<file path="src/rtl/serial_collect_pkg.sv">
// Shared definitions for the serial word collector: FSM state encoding,
// default word width and the bit-counter width helper.
package serial_collect_pkg;

    localparam int DEFAULT_WIDTH = 8;

    typedef enum logic {
        IDLE,
        SHIFT
    } state_t;

    // Smallest w with 2**w >= width; legal widths stop at 32.
    function automatic int calc_cnt_w(input int width);
        int w;
        w = 0;
        for (int i = 0; i < 6; i++) begin
            if ((1 << i) < width) begin
                w = i + 1;
            end
        end
        return w;
    endfunction

endpackage

</file>
<file path="src/rtl/serial_out_reg.sv">
// Output holding register with valid/ready handshake and overrun detection.
// Optional word_parity output when SERIAL_COLLECT_PARITY_EN is defined.
module serial_out_reg
    import serial_collect_pkg::*;
#(
    parameter int WIDTH = DEFAULT_WIDTH
) (
    input  logic             t_clk,
    input  logic             rn,
    input  logic             load,
    input  logic [WIDTH-1:0] load_data,
    input  logic             word_ready,
    output logic [WIDTH-1:0] word_out,
    output logic             word_valid,
    output logic             overrun
`ifdef SERIAL_COLLECT_PARITY_EN
    ,
    output logic             word_parity
`endif
);

    // A completed word either replaces a consumed/empty slot or is dropped
    // while the held word stays put.
    always_ff @(posedge t_clk or negedge rn) begin
        if (!rn) begin
            word_out   <= '0;
            word_valid <= 1'b0;
            overrun    <= 1'b0;
        end else begin
            if (load) begin
                if (!word_valid || word_ready) begin
                    word_out   <= load_data;
                    word_valid <= 1'b1;
                end else begin
                    overrun <= 1'b1;
                end
            end else if (word_valid && word_ready) begin
                word_valid <= 1'b0;
            end
        end
    end

`ifdef SERIAL_COLLECT_PARITY_EN
    always_ff @(posedge t_clk or negedge rn) begin
        if (!rn) begin
            word_parity <= 1'b0;
        end else if (load && (!word_valid || word_ready)) begin
            word_parity <= ^load_data;
        end
    end
`endif

endmodule

</file>
<file path="src/rtl/serial_word_collector.sv">
// LSB-first deserializer feeding a valid/ready word interface, with a
// per-word clear pulse upstream. Optional parity: SERIAL_COLLECT_PARITY_EN.
module serial_word_collector
    import serial_collect_pkg::*;
#(
    parameter int WIDTH = DEFAULT_WIDTH,
    parameter int CNT_W = calc_cnt_w(WIDTH)
) (
    input  logic             t_clk,
    input  logic             rn,
    input  logic             bit_in,
    input  logic             bit_valid,
    input  logic             frame_start,
    output logic [WIDTH-1:0] word_out,
    output logic             word_valid,
    input  logic             word_ready,
    output logic             comp_clr,
    output logic             overrun,
    output logic             frame_err
`ifdef SERIAL_COLLECT_PARITY_EN
    ,
    output logic             word_parity
`endif
);

    localparam logic [CNT_W-1:0] LAST_BIT = CNT_W'(WIDTH - 1);

    state_t           state, state_next;
    logic [WIDTH-1:0] sr, sr_next, sr_shifted;
    logic [CNT_W-1:0] cnt, cnt_next;
    logic             word_done, word_done_next;
    logic             frame_err_next;

    assign sr_shifted = {bit_in, sr[WIDTH-1:1]};

    // word_done marks the cycle in which sr holds a full word; the output
    // register and comp_clr both act on it one edge later.
    always_ff @(posedge t_clk or negedge rn) begin
        if (!rn) begin
            state     <= IDLE;
            sr        <= '0;
            cnt       <= '0;
            word_done <= 1'b0;
            comp_clr  <= 1'b0;
            frame_err <= 1'b0;
        end else begin
            state     <= state_next;
            sr        <= sr_next;
            cnt       <= cnt_next;
            word_done <= word_done_next;
            comp_clr  <= word_done;
            frame_err <= frame_err_next;
        end
    end

    always_comb begin
        state_next     = state;
        sr_next        = sr;
        cnt_next       = cnt;
        word_done_next = 1'b0;
        frame_err_next = frame_err;
        case (state)
            IDLE: begin
                if (bit_valid) begin
                    if (frame_start) begin
                        sr_next    = sr_shifted;
                        cnt_next   = CNT_W'(1);
                        state_next = SHIFT;
                    end else begin
                        frame_err_next = 1'b1;
                    end
                end
            end
            SHIFT: begin
                if (bit_valid) begin
                    sr_next = sr_shifted;
                    if (frame_start) begin
                        // Abandon the partial word; this bit restarts a new one.
                        frame_err_next = 1'b1;
                        cnt_next       = CNT_W'(1);
                    end else if (cnt == LAST_BIT) begin
                        cnt_next       = '0;
                        state_next     = IDLE;
                        word_done_next = 1'b1;
                    end else begin
                        cnt_next = cnt + CNT_W'(1);
                    end
                end
            end
            default: begin
                state_next = IDLE;
            end
        endcase
    end

    serial_out_reg #(
        .WIDTH(WIDTH)
    ) u_out_reg (
        .t_clk      (t_clk),
        .rn         (rn),
        .load       (word_done),
        .load_data  (sr),
        .word_ready (word_ready),
        .word_out   (word_out),
        .word_valid (word_valid),
        .overrun    (overrun)
`ifdef SERIAL_COLLECT_PARITY_EN
        ,
        .word_parity(word_parity)
`endif
    );

endmodule

</file>
<file path="config.mk">
export PLATFORM = sky130hd
export DESIGN_NAME = serial_word_collector
export DESIGN_NICKNAME = d
export VERILOG_FILES = /design/src/rtl/serial_collect_pkg.sv /design/src/rtl/serial_out_reg.sv /design/src/rtl/serial_word_collector.sv
export SDC_FILE = /design/constraint.sdc
export NUM_CORES = 1
export LEC_CHECK = 0
export ABC_CLOCK_PERIOD_IN_PS = 1300
export BUFFER_PORTS_ARGS = -buffer_cell sky130_fd_sc_hd__buf_2
export CAP_MARGIN = 0
export CORE_MARGIN = 3
export CORE_UTILIZATION = 40
export CTS_CLUSTER_DIAMETER = 200
export DETAILED_ROUTE_END_ITERATION = 7
export SYNTH_ARGS = -nofsm -noshare
export SYNTH_HDL_FRONTEND = slang
export SYNTH_SLANG_ARGS = --single-unit
</file>
<file path="constraint.sdc">
create_clock -name t_clk -period 1.3 [get_ports t_clk]
set_input_delay 0.065 -clock t_clk [delete_from_list [all_inputs] [get_ports t_clk]]
set_output_delay 0.065 -clock t_clk [all_outputs]
set_load 0.02 [all_outputs]
</file>
==> results of run 1 <==
## placed cells by master (no fill, tap or decap), drive strengths merged
| master | n |
|---|---|
| dfrtp | 25 |
| buf | 19 |
| mux2 | 16 |
| inv | 4 |
| nor2 | 4 |
| nand2 | 4 |
| nand2b | 4 |
| a22o | 3 |
| clkbuf | 3 |
| ha | 3 |
| dlygate4sd3 | 2 |
| a21o | 1 |
| o21bai | 1 |
| o21ai | 1 |
| clkinvlp | 1 |
## flip-flops by register name (all words and copies together) (netlist names)
signal,flops
comp_clr,1
u_out_reg.overrun,1
u_out_reg.word_out,8
frame_err,1
cnt,3
state,1
u_out_reg.word_valid,1
word_done,1
sr,8
## layer usage
metal	part of all wire	routed length (um)	track usage	vias to the layer above
met2	0.47	763	0.167	12
met5	0	0	0	-
met4	0.011	18	0.0407	0
met3	0.041	66	0.0302	2
li1	-	-	-	272
met1	0.47	762	0.134	288
## repair_timing
action	in CTS	in global routing
setup endpoints to repair	11	3
gates cloned	0	1
pin swaps	0	0
gates resized for setup	1	2
hold buffers	2	0
hold endpoints to repair	26	0
## worst register-to-register path: stages, from the launching register on
cell and delay, ps:
sky130_fd_sc_hd__dfrtp_1 400, sky130_fd_sc_hd__inv_1 60, sky130_fd_sc_hd__ha_2 180, sky130_fd_sc_hd__nand2b_2 220
sky130_fd_sc_hd__mux2_4 320
## report_power, final
part | switching (uW) | internal (uW)
registers | 91.5 | 923
logic | 156 | 208
clock network | 233 | 117
total | 481 | 1250
## stage by stage
stage               utilization  power [uW]  instance area, um2
global route              0.522        1840                1190
floorplan                     -        1270                 993
CTS                       0.515        1750                1170
finish                    0.522        1730                1190
detailed placement        0.491        1390                1120
global placement          0.491        1370                1120
## cell type report
type | count | share of cell area
clock buffer | 3 | 0.0190
clock inverter | 1 | 0.00632
inverter | 4 | 0.0126
multi-input combinational | 37 | 0.305
sequential | 25 | 0.527
tap | 28 | 0.0295
timing repair buffer | 21 | 0.101
## logic make-up (layout without fill, tap and decap cells)
family | count (synthesis) | after routing | share of synthesized area
AO/OA/AOI/OAI | 6 | 6 | 0.0516
multiplexers | 16 | 16 | 0.200
flip-flops | 25 | 25 | 0.630
AND/OR/NAND/NOR | 11 | 12 | 0.0542
buffers and inverters | 5 | 29 | 0.0264
adder cells (fa/ha/maj) | 3 | 3 | 0.0378
## worst min-delay path by stage
stage,start,slack [ps],cells after the start,to
3_5_place_dp,rn,80,1,u_out_reg.word_valid$_DFFE_PN0P_
6_report,frame_start,20,2,state$_DFF_PN0_
2_1_floorplan,rn,-230,0,cnt[0]$_DFFE_PN0P_
3_3_place_gp,rn,90,1,u_out_reg.overrun$_DFFE_PN0P_
5_1_grt,frame_start,2,2,state$_DFF_PN0_
4_1_cts,frame_start,4,2,state$_DFF_PN0_
==> report_table.html, run 1 <==
<table>
<tr><th>Metric</th><th>Value</th></tr>
<tr><th colspan="2">Status</th></tr>
<tr><td>Run status</td><td>complete, no violations</td></tr>
<tr><th colspan="2">STA</th></tr>
<tr><td>Minimum period implied by the final worst setup slack</td><td>1270 ps</td></tr>
<tr><td>Summed negative setup slack over all endpoints</td><td>0 ps</td></tr>
<tr><td>Fin crit share</td><td>0.976</td></tr>
<tr><td>Worst Slack Setup Final</td><td>31.7 ps</td></tr>
<tr><td>Clock Skew</td><td>10.8 ps</td></tr>
<tr><td>Hold WS</td><td>15.2 ps</td></tr>
<tr><td>Tightest Pin Transition</td><td>560 ps</td></tr>
<tr><td>Final count of hold timing violations</td><td>0</td></tr>
<tr><td>Headroom to the max-slew limit</td><td>0.627</td></tr>
<tr><td>Maximum clock frequency</td><td>0.788 GHz</td></tr>
<tr><td>Unrepaired setup endpoints after global routing</td><td>yes</td></tr>
<tr><td>Final-report max-slew violation count</td><td>0</td></tr>
<tr><td>Number of setup violations in the final report</td><td>0</td></tr>
<tr><th colspan="2">Yosys</th></tr>
<tr><td>Flip-flop cell with the highest count after synthesis</td><td>sky130_fd_sc_hd__dfrtp_1</td></tr>
<tr><td>Instance count of the mapped netlist</td><td>66</td></tr>
<tr><td>Mean instance size in the synthesized netlist</td><td>15.1 um2</td></tr>
<tr><td>Synth Net Count</td><td>75</td></tr>
<tr><td>Synth Warn #</td><td>0</td></tr>
<tr><td>Count of flip-flops with a built-in enable after synthesis</td><td>0</td></tr>
<tr><td>Netlist area before placement</td><td>993 um2</td></tr>
<tr><td>Cell taking the most area after synthesis</td><td>sky130_fd_sc_hd__dfrtp_1</td></tr>
<tr><td>Cell types with the largest area share after synthesis</td><td>sky130_fd_sc_hd__dfrtp_1 63%, sky130_fd_sc_hd__mux2_2 12%, sky130_fd_sc_hd__mux2_4 7.6%</td></tr>
<tr><td>Sequential element share of the synthesized area</td><td>0.630</td></tr>
<tr><td>Most common cell in the netlist</td><td>sky130_fd_sc_hd__dfrtp_1</td></tr>
<tr><td>Share of synthesized registers carrying an async set or reset</td><td>1.00</td></tr>
<tr><td>Post-synthesis cell type count</td><td>15</td></tr>
<tr><td>Portion of synthesized cell area occupied by the leading cell type</td><td>0.630</td></tr>
<tr><td>Synth Register Bits</td><td>25</td></tr>
<tr><td>Most frequent cells after synthesis</td><td>25 x sky130_fd_sc_hd__dfrtp_1, 11 x sky130_fd_sc_hd__mux2_2, 5 x sky130_fd_sc_hd__mux2_4</td></tr>
<tr><th colspan="2">Critical path</th></tr>
<tr><td>Library cell contributing the largest single delay on the critical path</td><td>sky130_fd_sc_hd__dfrtp_1</td></tr>
<tr><td>Family with the most delay on the worst path</td><td>flip-flops</td></tr>
<tr><td>RR Startpoint</td><td>state$_DFF_PN0_</td></tr>
<tr><td>Buffer and inverter count on the worst path</td><td>1</td></tr>
<tr><td>Worst setup slack for register-to-register paths</td><td>30 ps</td></tr>
<tr><td>CP arrival</td><td>1490 ps</td></tr>
<tr><td>Endpoint of the lowest-slack register-to-register path</td><td>sr[4]$_DFFE_PN0P_</td></tr>
<tr><td>Highest net fanout along the worst path</td><td>6</td></tr>
<tr><td>Termination of the worst setup path</td><td>sr[4]$_DFFE_PN0P_</td></tr>
<tr><td>Max stage delay on crit path</td><td>400 ps</td></tr>
<tr><td>Worst Reg-to-Reg Cells</td><td>4</td></tr>
<tr><td>Startpoint kind of the worst setup timing path</td><td>flip-flop</td></tr>
<tr><td>Ordered list of cells on the worst path</td><td>inv_1 &gt; ha_2 &gt; nand2b_2 &gt; mux2_4</td></tr>
<tr><td>Data required, critical path</td><td>1520 ps</td></tr>
<tr><td>Startpoint of the worst setup timing path</td><td>state$_DFF_PN0_</td></tr>
<tr><td>Crit Path Class</td><td>reg -&gt; reg</td></tr>
<tr><td>Crit end category</td><td>flip-flop</td></tr>
<tr><td>Worst path depth</td><td>4</td></tr>
<tr><th colspan="2">Clocking</th></tr>
<tr><td>TritonCTS clock tree</td><td>yes</td></tr>
<tr><td>Clock latency of the later-clocked register in the worst-skew pair</td><td>320 ps</td></tr>
<tr><td>Maximum clock path buffer count</td><td>2</td></tr>
<tr><td>Number of buffers created by CTS</td><td>3</td></tr>
<tr><td>Root Buffer Master</td><td>sky130_fd_sc_hd__clkbuf_4</td></tr>
<tr><td>CTS HTree Levels</td><td>1</td></tr>
<tr><td>Buffers inserted by post-CTS timing repair</td><td>0</td></tr>
<tr><td>Reg clk slew, reported paths</td><td>140 ps</td></tr>
<tr><td>Clock sink count</td><td>25</td></tr>
<tr><th colspan="2">Detailed routing</th></tr>
<tr><td>First DRT Iteration DRCs</td><td>5</td></tr>
<tr><td>Drt first pass iters</td><td>3</td></tr>
<tr><td>Via count</td><td>574</td></tr>
<tr><td>Via/cell ratio</td><td>4.82</td></tr>
<tr><td>WL per Instance</td><td>13.5 um</td></tr>
<tr><td>Post-detailed-routing wire length</td><td>1.61 mm</td></tr>
<tr><td>Final ANT Viol Nets</td><td>0</td></tr>
<tr><td>Post-route DRC</td><td>0</td></tr>
<tr><th colspan="2">Floorplan</th></tr>
<tr><td>Rows</td><td>17</td></tr>
<tr><td>Die height</td><td>55.8 um</td></tr>
<tr><td>Total die area</td><td>3120 um2</td></tr>
<tr><td>Chip width</td><td>55.8 um</td></tr>
<tr><td>Core Footprint</td><td>2280 um2</td></tr>
<tr><td>Initial cell density of the core</td><td>0.437</td></tr>
<tr><td>Number of placed I/O pins</td><td>18</td></tr>
<tr><th colspan="2">Placed design</th></tr>
<tr><td>Placed Cells</td><td>112</td></tr>
<tr><td>HPWL after detailed placement</td><td>1.08 mm</td></tr>
<tr><td>Pre-CTS worst setup slack</td><td>-69.7 ps</td></tr>
<tr><td>Count of port buffers added during placement</td><td>17</td></tr>
<tr><td>GPL Wtd Cong</td><td>0.612</td></tr>
<tr><th colspan="2">Global route</th></tr>
<tr><td>Number of global-route vias before repair</td><td>573</td></tr>
<tr><td>Total routing resource utilization after global routing</td><td>0.104</td></tr>
<tr><td>Number of antenna violations at the first check in global routing</td><td>0</td></tr>
<tr><td>Wire length of the first global-routing pass</td><td>2.58 mm</td></tr>
<tr><td>GRT Residual Overflow</td><td>0</td></tr>
<tr><td>Pin count of the biggest net entering global routing</td><td>26</td></tr>
<tr><th colspan="2">Cells and area</th></tr>
<tr><td>Fill count</td><td>189</td></tr>
<tr><td>Area growth from synthesis to layout</td><td>19.5%</td></tr>
<tr><td>Fraction of layout cells with a size suffix above 1</td><td>0.516</td></tr>
<tr><td>Net count of the finished layout</td><td>101</td></tr>
<tr><td>Count of non-filler cells in the finished layout</td><td>119</td></tr>
<tr><td>Ant diodes</td><td>0</td></tr>
<tr><td>Sequential Area</td><td>626 um2</td></tr>
<tr><td>Area of the multi-input gates</td><td>362 um2</td></tr>
<tr><th colspan="2">Power</th></tr>
<tr><td>Static power due to leakage</td><td>0.000634 uW</td></tr>
<tr><td>Peak supply drop</td><td>847 uV</td></tr>
<tr><td>Pwr dens</td><td>1460 nW/um2</td></tr>
<tr><th colspan="2">Run</th></tr>
<tr><td># Max-Cap Violations</td><td>0</td></tr>
<tr><th colspan="2">Min path</th></tr>
<tr><td>Tightest Hold Check Type</td><td>in -&gt; reg</td></tr>
</table>
Note: power is estimated with default switching activity, not from simulation.
==> inputs of run 2 (changes only) <==
--- a/config.mk
+++ b/config.mk
@@ -12,6 +12,8 @@
 export CORE_UTILIZATION = 40
 export CTS_CLUSTER_DIAMETER = 200
 export DETAILED_ROUTE_END_ITERATION = 7
+export RECOVER_POWER = 50
+export REMOVE_ABC_BUFFERS = 1
 export SYNTH_ARGS = -nofsm -noshare
 export SYNTH_HDL_FRONTEND = slang
 export SYNTH_SLANG_ARGS = --single-unit
==> report_table.html, run 2 (same netlist as run 1, synthesis figures left out) <==
<table>
<tr><th>Metric</th><th>Value</th></tr>
<tr><th colspan="2">STA</th></tr>
<tr><td>Minimum period implied by the final worst setup slack</td><td>1260 ps (was 1270 ps)</td></tr>
<tr><td>Headroom to the max-slew limit</td><td>0.590 (was 0.627)</td></tr>
<tr><td>Tightest Pin Transition</td><td>615 ps (was 560 ps)</td></tr>
<tr><td>Final-report max-slew violation count</td><td>0 (unchanged)</td></tr>
<tr><td>Number of setup violations in the final report</td><td>0 (unchanged)</td></tr>
<tr><td>Clock Skew</td><td>1.18 ps (was 10.8 ps)</td></tr>
<tr><td>Unrepaired setup endpoints after global routing</td><td>no (was yes)</td></tr>
<tr><td>Fin crit share</td><td>0.971 (was 0.976)</td></tr>
<tr><td>Maximum clock frequency</td><td>0.792 GHz (was 0.788 GHz)</td></tr>
<tr><td>Worst Slack Setup Final</td><td>37.9 ps (was 31.7 ps)</td></tr>
<tr><td>Final count of hold timing violations</td><td>0 (unchanged)</td></tr>
<tr><th colspan="2">Floorplan</th></tr>
<tr><td>Die height</td><td>55.8 um (unchanged)</td></tr>
<tr><td>Initial cell density of the core</td><td>0.437 (unchanged)</td></tr>
<tr><td>Total die area</td><td>3120 um2 (unchanged)</td></tr>
<tr><td>Number of placed I/O pins</td><td>18 (unchanged)</td></tr>
<tr><td>Core Footprint</td><td>2280 um2 (unchanged)</td></tr>
<tr><td>Chip width</td><td>55.8 um (unchanged)</td></tr>
<tr><td>Rows</td><td>17 (unchanged)</td></tr>
<tr><th colspan="2">Detailed routing</th></tr>
<tr><td>Via count</td><td>567 (was 574)</td></tr>
<tr><td>Final ANT Viol Nets</td><td>0 (unchanged)</td></tr>
<tr><td>Via/cell ratio</td><td>4.81 (was 4.82)</td></tr>
<tr><td>First DRT Iteration DRCs</td><td>6 (was 5)</td></tr>
<tr><td>WL per Instance</td><td>12.5 um (was 13.5 um)</td></tr>
<tr><td>Post-detailed-routing wire length</td><td>1.48 mm (was 1.61 mm)</td></tr>
<tr><td>Drt first pass iters</td><td>4 (was 3)</td></tr>
<tr><td>Post-route DRC</td><td>0 (unchanged)</td></tr>
<tr><th colspan="2">Run</th></tr>
<tr><td># Max-Cap Violations</td><td>0 (unchanged)</td></tr>
<tr><th colspan="2">Placed design</th></tr>
<tr><td>GPL Wtd Cong</td><td>0.730 (was 0.612)</td></tr>
<tr><td>Placed Cells</td><td>111 (was 112)</td></tr>
<tr><td>Placed cell areas</td><td>1110 um2 (was 1120 um2)</td></tr>
<tr><td>HPWL after detailed placement</td><td>1.05 mm (was 1.08 mm)</td></tr>
<tr><td>Pre-CTS worst setup slack</td><td>-50.2 ps (was -69.7 ps)</td></tr>
<tr><td>Count of port buffers added during placement</td><td>17 (unchanged)</td></tr>
<tr><th colspan="2">Cells and area</th></tr>
<tr><td>Most frequent cells in the layout</td><td>25 x sky130_fd_sc_hd__dfrtp_1, 13 x sky130_fd_sc_hd__buf_2, 11 x sky130_fd_sc_hd__mux2_2, 5 x sky130_fd_sc_hd__mux2_4 (was 25 x sky130_fd_sc_hd__dfrtp_1, 17 x sky130_fd_sc_hd__buf_2, 10 x sky130_fd_sc_hd__mux2_2, 6 x sky130_fd_sc_hd__mux2_4)</td></tr>
<tr><td>Sequential Area</td><td>626 um2 (unchanged)</td></tr>
<tr><td>Final instance area</td><td>1170 um2 (was 1190 um2)</td></tr>
<tr><td>Ant diodes</td><td>0 (unchanged)</td></tr>
<tr><td>Area growth from synthesis to layout</td><td>17.4% (was 19.5%)</td></tr>
<tr><td>Fill count</td><td>202 (was 189)</td></tr>
<tr><td>Area of the multi-input gates</td><td>355 um2 (was 362 um2)</td></tr>
<tr><td>Post-layout util</td><td>0.512 (was 0.522)</td></tr>
<tr><td>Largest registers ranked by flip-flop count</td><td>sr: 8 flops, u_out_reg.word_out: 8 flops, cnt: 3 flops (unchanged)</td></tr>
<tr><td>Fraction of layout cells with a size suffix above 1</td><td>0.456 (was 0.516)</td></tr>
<tr><td>Net count of the finished layout</td><td>100 (was 101)</td></tr>
<tr><td>Count of non-filler cells in the finished layout</td><td>118 (was 119)</td></tr>
<tr><td>Commonest non-fill, non-tap cell in the layout</td><td>sky130_fd_sc_hd__dfrtp_1 (unchanged)</td></tr>
<tr><th colspan="2">Status</th></tr>
<tr><td>Run status</td><td>complete, no violations (unchanged)</td></tr>
<tr><th colspan="2">Clocking</th></tr>
<tr><td>Root Buffer Master</td><td>sky130_fd_sc_hd__clkbuf_4 (unchanged)</td></tr>
<tr><td>Maximum clock path buffer count</td><td>2 (unchanged)</td></tr>
<tr><td>TritonCTS clock tree</td><td>yes (unchanged)</td></tr>
<tr><td>Number of buffers created by CTS</td><td>3 (unchanged)</td></tr>
<tr><td>CTS HTree Levels</td><td>1 (unchanged)</td></tr>
<tr><td>Clock sink count</td><td>25 (unchanged)</td></tr>
<tr><td>Clock latency of the later-clocked register in the worst-skew pair</td><td>300 ps (was 320 ps)</td></tr>
<tr><td>Reg clk slew, reported paths</td><td>130 ps (was 140 ps)</td></tr>
<tr><td>Buffers inserted by post-CTS timing repair</td><td>0 (unchanged)</td></tr>
<tr><th colspan="2">Critical path</th></tr>
<tr><td>Highest net fanout along the worst path</td><td>6 (unchanged)</td></tr>
<tr><td>Data required, critical path</td><td>1500 ps (was 1520 ps)</td></tr>
<tr><td>CP arrival</td><td>1470 ps (was 1490 ps)</td></tr>
<tr><td>Startpoint kind of the worst setup timing path</td><td>flip-flop (unchanged)</td></tr>
<tr><td>Crit Path Class</td><td>reg -&gt; reg (unchanged)</td></tr>
<tr><td>Crit end category</td><td>flip-flop (unchanged)</td></tr>
<tr><th colspan="2">Min path</th></tr>
<tr><td>Tightest Hold Check Type</td><td>in -&gt; reg (unchanged)</td></tr>
<tr><th colspan="2">Global route</th></tr>
<tr><td>Met1 track demand over resource</td><td>0.150 (was 0.134)</td></tr>
<tr><td>Wire length of the first global-routing pass</td><td>2.75 mm (was 2.58 mm)</td></tr>
<tr><td>GRT Residual Overflow</td><td>0 (unchanged)</td></tr>
<tr><td>Pin count of the biggest net entering global routing</td><td>26 (unchanged)</td></tr>
<tr><td>Routing usage on met2</td><td>0.174 (was 0.167)</td></tr>
<tr><td>Global-route met3 utilization</td><td>0.0232 (was 0.0302)</td></tr>
<tr><td>Total routing resource utilization after global routing</td><td>0.112 (was 0.104)</td></tr>
<tr><td>Number of global-route vias before repair</td><td>619 (was 573)</td></tr>
<tr><td>Number of antenna violations at the first check in global routing</td><td>0 (unchanged)</td></tr>
<tr><td>Busiest grt layer</td><td>met2 (unchanged)</td></tr>
<tr><th colspan="2">Power</th></tr>
<tr><td>Switch share</td><td>0.270 (was 0.278)</td></tr>
<tr><td>Static power due to leakage</td><td>0.000616 uW (was 0.000634 uW)</td></tr>
<tr><td>Share of power burned in combinational logic</td><td>0.208 (was 0.211)</td></tr>
<tr><td>Peak supply drop</td><td>664 uV (was 847 uV)</td></tr>
<tr><td>Power consumption</td><td>1700 uW (was 1730 uW)</td></tr>
<tr><td>Switching power</td><td>459 uW (was 481 uW)</td></tr>
<tr><td>Int Power</td><td>1240 uW (was 1250 uW)</td></tr>
<tr><td>Sequential Power Share</td><td>0.595 (was 0.587)</td></tr>
<tr><td>Clk network pwr share</td><td>0.196 (was 0.203)</td></tr>
<tr><td>Pwr dens</td><td>1460 nW/um2 (about the same)</td></tr>
</table>
-- run 2: stage by stage --
stage	hold slack, ps	TNS, ps
5_1_grt	19.0	0
4_1_cts	1.98	0
3_5_place_dp	90.5	-368
6_report	13.6	0
3_3_place_gp	81.2	-126
2_1_floorplan	-231	0
-- run 2: cell type report --
cell class,count,share of cell area
Multi-Input combinational cell,37,0.305
Sequential cell,25,0.536
Timing Repair Buffer,20,0.0933
Clock buffer,4,0.0225
Inverter,4,0.0129
Tap cell,28,0.0300
-- run 2: path summary, 6_finish.rpt --
check	end	cells after the start	startpoint	slack [ps]
setup / recovery	sr[4]$_DFFE_PN0P_	4	state$_DFF_PN0_	40
hold reg to reg	comp_clr$_DFF_PN0_	0	word_done$_DFF_PN0_	430
min in group asynchronous	state$_DFF_PN0_	2	rn	290
max in group asynchronous	sr[4]$_DFFE_PN0P_	2	rn	620
setup reg to reg	sr[4]$_DFFE_PN0P_	4	state$_DFF_PN0_	40
hold / removal	state$_DFF_PN0_	2	frame_start	10
-- run 2: power by group through the flow --
stage,combinational [uW],clock (uW),sequential (uW)
6_report,354,334,1010
5_1_grt,393,388,1040
4_1_cts,361,347,1020
3_5_place_dp,355,0,1030
3_3_place_gp,342,0,1030
2_1_floorplan,201,0,1060
-- run 2: what timing repair did --
item / CTS / global route
hold buffers: 2 / 0
cloned: 0 / 1
hold endpoints to repair: 26 / 0
endpoints found under the setup margin: 10 / 4
resized for setup: 1 / 1
-- run 2: routing by layer --
metal	part of all wire	vias up
li1	-	278
met1	0.44	279
met2	0.52	10
met3	0.039	0
met4	0	0
met5	0	-
-- run 2: worst max-delay path, cell delays in order (launching register included) --
cell	delay, ps
sky130_fd_sc_hd__dfrtp_1	370
sky130_fd_sc_hd__inv_1	40
sky130_fd_sc_hd__ha_1	180
sky130_fd_sc_hd__nand2b_2	250
sky130_fd_sc_hd__mux2_4	320
==> inputs of run 3 (changes only) <==
--- a/config.mk
+++ b/config.mk
@@ -9,11 +9,11 @@
 export BUFFER_PORTS_ARGS = -buffer_cell sky130_fd_sc_hd__buf_2
 export CAP_MARGIN = 0
 export CORE_MARGIN = 3
-export CORE_UTILIZATION = 40
+export CORE_UTILIZATION = 47
 export CTS_CLUSTER_DIAMETER = 200
 export DETAILED_ROUTE_END_ITERATION = 7
+export PLACE_DENSITY = 0.72
 export RECOVER_POWER = 50
-export REMOVE_ABC_BUFFERS = 1
 export SYNTH_ARGS = -nofsm -noshare
 export SYNTH_HDL_FRONTEND = slang
 export SYNTH_SLANG_ARGS = --single-unit
==> report_table.html, run 3 (same netlist as run 1, synthesis figures left out) <==
<table>
<tr><th>Metric</th><th>Value</th></tr>
<tr><th colspan="2">Placed design</th></tr>
<tr><td>GPL Wtd Cong</td><td>0.657 (was 0.730)</td></tr>
<tr><td>Placed cell areas</td><td>1110 um2 (about the same)</td></tr>
<tr><td>HPWL after detailed placement</td><td>1.07 mm (was 1.05 mm)</td></tr>
<tr><td>Placed Cells</td><td>110 (was 111)</td></tr>
<tr><td>Count of port buffers added during placement</td><td>17 (unchanged)</td></tr>
<tr><th colspan="2">Critical path</th></tr>
<tr><td>Highest net fanout along the worst path</td><td>6 (unchanged)</td></tr>
<tr><td>Crit end category</td><td>flip-flop (unchanged)</td></tr>
<tr><td>Crit Path Class</td><td>reg -&gt; reg (unchanged)</td></tr>
<tr><td>Ordered list of cells on the worst path</td><td>inv_1 &gt; ha_1 &gt; nand2b_4 &gt; mux2_2 (was inv_1 &gt; ha_1 &gt; nand2b_2 &gt; mux2_4)</td></tr>
<tr><td>Max stage delay on crit path</td><td>400 ps (was 370 ps)</td></tr>
<tr><td>Data required, critical path</td><td>1500 ps (about the same)</td></tr>
<tr><td>Library cell contributing the largest single delay on the critical path</td><td>sky130_fd_sc_hd__dfrtp_1 (unchanged)</td></tr>
<tr><td>CP arrival</td><td>1440 ps (was 1470 ps)</td></tr>
<tr><td>Startpoint kind of the worst setup timing path</td><td>flip-flop (unchanged)</td></tr>
<tr><th colspan="2">Floorplan</th></tr>
<tr><td>Chip width</td><td>52.0 um (was 55.8 um)</td></tr>
<tr><td>Number of placed I/O pins</td><td>18 (unchanged)</td></tr>
<tr><td>Rows</td><td>16 (was 17)</td></tr>
<tr><td>Die height</td><td>52.0 um (was 55.8 um)</td></tr>
<tr><td>Total die area</td><td>2700 um2 (was 3120 um2)</td></tr>
<tr><td>Core Footprint</td><td>1980 um2 (was 2280 um2)</td></tr>
<tr><td>Initial cell density of the core</td><td>0.501 (was 0.437)</td></tr>
<tr><th colspan="2">Global route</th></tr>
<tr><td>Pin count of the biggest net entering global routing</td><td>26 (unchanged)</td></tr>
<tr><td>GRT Residual Overflow</td><td>0 (unchanged)</td></tr>
<tr><td>Number of antenna violations at the first check in global routing</td><td>0 (unchanged)</td></tr>
<tr><td>Wire length of the first global-routing pass</td><td>2.39 mm (was 2.75 mm)</td></tr>
<tr><td>Total routing resource utilization after global routing</td><td>0.123 (was 0.112)</td></tr>
<tr><td>Number of global-route vias before repair</td><td>556 (was 619)</td></tr>
<tr><th colspan="2">Clocking</th></tr>
<tr><td>Clock sink count</td><td>25 (unchanged)</td></tr>
<tr><td>TritonCTS clock tree</td><td>yes (unchanged)</td></tr>
<tr><td>Clock latency of the later-clocked register in the worst-skew pair</td><td>300 ps (about the same)</td></tr>
<tr><td>Root Buffer Master</td><td>sky130_fd_sc_hd__clkbuf_4 (unchanged)</td></tr>
<tr><td>CTS HTree Levels</td><td>1 (unchanged)</td></tr>
<tr><td>Maximum clock path buffer count</td><td>2 (unchanged)</td></tr>
<tr><td>Reg clk slew, reported paths</td><td>120 ps (was 130 ps)</td></tr>
<tr><td>Number of buffers created by CTS</td><td>3 (unchanged)</td></tr>
<tr><th colspan="2">STA</th></tr>
<tr><td>Maximum clock frequency</td><td>0.806 GHz (was 0.792 GHz)</td></tr>
<tr><td>Tightest Pin Transition</td><td>582 ps (was 615 ps)</td></tr>
<tr><td>Number of setup violations in the final report</td><td>0 (unchanged)</td></tr>
<tr><td>Minimum period implied by the final worst setup slack</td><td>1240 ps (was 1260 ps)</td></tr>
<tr><td>Fin crit share</td><td>0.954 (was 0.971)</td></tr>
<tr><td>Headroom to the max-slew limit</td><td>0.612 (was 0.590)</td></tr>
<tr><td>Summed negative setup slack over all endpoints</td><td>0 ps (unchanged)</td></tr>
<tr><td>Final count of hold timing violations</td><td>0 (unchanged)</td></tr>
<tr><td>Unrepaired setup endpoints after global routing</td><td>no (unchanged)</td></tr>
<tr><td>Final-report max-slew violation count</td><td>0 (unchanged)</td></tr>
<tr><td>Clock Skew</td><td>1.22 ps (was 1.18 ps)</td></tr>
<tr><th colspan="2">Power</th></tr>
<tr><td>Pwr dens</td><td>1440 nW/um2 (was 1460 nW/um2)</td></tr>
<tr><td>Peak supply drop</td><td>860 uV (was 664 uV)</td></tr>
<tr><td>Static power due to leakage</td><td>0.000622 uW (was 0.000616 uW)</td></tr>
<tr><th colspan="2">Cells and area</th></tr>
<tr><td>Fill count</td><td>174 (was 202)</td></tr>
<tr><td>Final instance area</td><td>1180 um2 (was 1170 um2)</td></tr>
<tr><td>Post-layout util</td><td>0.594 (was 0.512)</td></tr>
<tr><td>Largest registers ranked by flip-flop count</td><td>sr: 8 flops, u_out_reg.word_out: 8 flops, cnt: 3 flops (unchanged)</td></tr>
<tr><td>Fraction of layout cells with a size suffix above 1</td><td>0.462 (was 0.456)</td></tr>
<tr><td>Count of non-filler cells in the finished layout</td><td>118 (unchanged)</td></tr>
<tr><td>Net count of the finished layout</td><td>101 (was 100)</td></tr>
<tr><td>Commonest non-fill, non-tap cell in the layout</td><td>sky130_fd_sc_hd__dfrtp_1 (unchanged)</td></tr>
<tr><td>Ant diodes</td><td>0 (unchanged)</td></tr>
<tr><td>Most frequent cells in the layout</td><td>25 x sky130_fd_sc_hd__dfrtp_1, 13 x sky130_fd_sc_hd__buf_2, 11 x sky130_fd_sc_hd__mux2_2, 5 x sky130_fd_sc_hd__mux2_4 (unchanged)</td></tr>
<tr><td>Area growth from synthesis to layout</td><td>18.5% (was 17.4%)</td></tr>
<tr><td>Sequential Area</td><td>626 um2 (unchanged)</td></tr>
<tr><td>Area of the multi-input gates</td><td>360 um2 (was 355 um2)</td></tr>
<tr><th colspan="2">Detailed routing</th></tr>
<tr><td>Post-detailed-routing wire length</td><td>1.48 mm (about the same)</td></tr>
<tr><td>Post-route DRC</td><td>0 (unchanged)</td></tr>
<tr><td>WL per Instance</td><td>12.5 um (about the same)</td></tr>
<tr><td>Drt first pass iters</td><td>4 (unchanged)</td></tr>
<tr><td>Final ANT Viol Nets</td><td>0 (unchanged)</td></tr>
<tr><td>Via/cell ratio</td><td>4.89 (was 4.81)</td></tr>
<tr><td>First DRT Iteration DRCs</td><td>4 (was 6)</td></tr>
<tr><td>Via count</td><td>577 (was 567)</td></tr>
<tr><th colspan="2">Min path</th></tr>
<tr><td>Tightest Hold Check Type</td><td>in -&gt; reg (unchanged)</td></tr>
<tr><th colspan="2">Status</th></tr>
<tr><td>Run status</td><td>complete, no violations (unchanged)</td></tr>
<tr><th colspan="2">Run</th></tr>
<tr><td># Max-Cap Violations</td><td>0 (unchanged)</td></tr>
</table>
[run 3: cell count changes in the layout (fill, tap and decap cells not counted)]
cell,previous run,this run
sky130_fd_sc_hd__buf_4,1,2
sky130_fd_sc_hd__nand2b_2,1,0
sky130_fd_sc_hd__nand2b_4,1,2
sky130_fd_sc_hd__o21ai_0,0,1
sky130_fd_sc_hd__o21ai_1,1,0
[run 3: worst paths after layout]
check                                     from                   to  slack [ps]  cells after the start
max                            state$_DFF_PN0_    sr[7]$_DFFE_PN0P_          60                      4
min                                frame_start      state$_DFF_PN0_          30                      2
max reg2reg                    state$_DFF_PN0_    sr[7]$_DFFE_PN0P_          60                      4
min reg2reg                word_done$_DFF_PN0_   comp_clr$_DFF_PN0_         440                      0
max in group asynchronous                   rn    sr[3]$_DFFE_PN0P_         640                      2
min in group asynchronous                   rn  word_done$_DFF_PN0_         280                      2
[run 3: report_power, final]
part	total (uW)	switching, uW	leakage [uW]	internal [uW]
Clock	322	202	0.0000150	119
Sequential	1010	92.0	0.000316	923
Combinational	358	154	0.000291	204
Total	1690	448	0.000622	1250
[run 3: metrics by stage]
step	power (uW)	hold slack [ps]	setup WS [ps]
2_1_floorplan	1270	-231	6.66
3_3_place_gp	1370	82.4	-22.2
3_5_place_dp	1390	77.8	-44.3
4_1_cts	1720	12.9	36.0
5_1_grt	1790	22.0	2.58
6_report	1690	27.3	59.8
[run 3: per-layer routing]
metal | vias up | share of wire | GRT usage
met2 | 12 | 0.51 | 0.213
met3 | 2 | 0.047 | 0.0258
met1 | 284 | 0.44 | 0.140
met4 | 0 | 0.0068 | 0.0655
li1 | 279 | - | -
met5 | - | 0 | 0
[run 3: cell type report]
class                      instances  share of cell area
inverter                           4              0.0128
sequential                        25               0.531
timing repair buffer              21              0.0988
tap                               27              0.0287
clock buffer                       4              0.0223
multi-input combinational         37               0.306
[run 3: timing repair]
item	in CTS	in global routing
setup buffers	0	1
hold endpoints to repair	26	0
hold buffers	2	0
setup endpoints to repair	10	3
gates resized for setup	1	1
cloned	0	1
[run 3: critical path: cells and delay by family, from the launching register on]
family	cells	cell delay (ps)
simple gates	1	180
buf+inv	1	50
mux	1	340
fa+ha+maj	1	160
flops	1	400
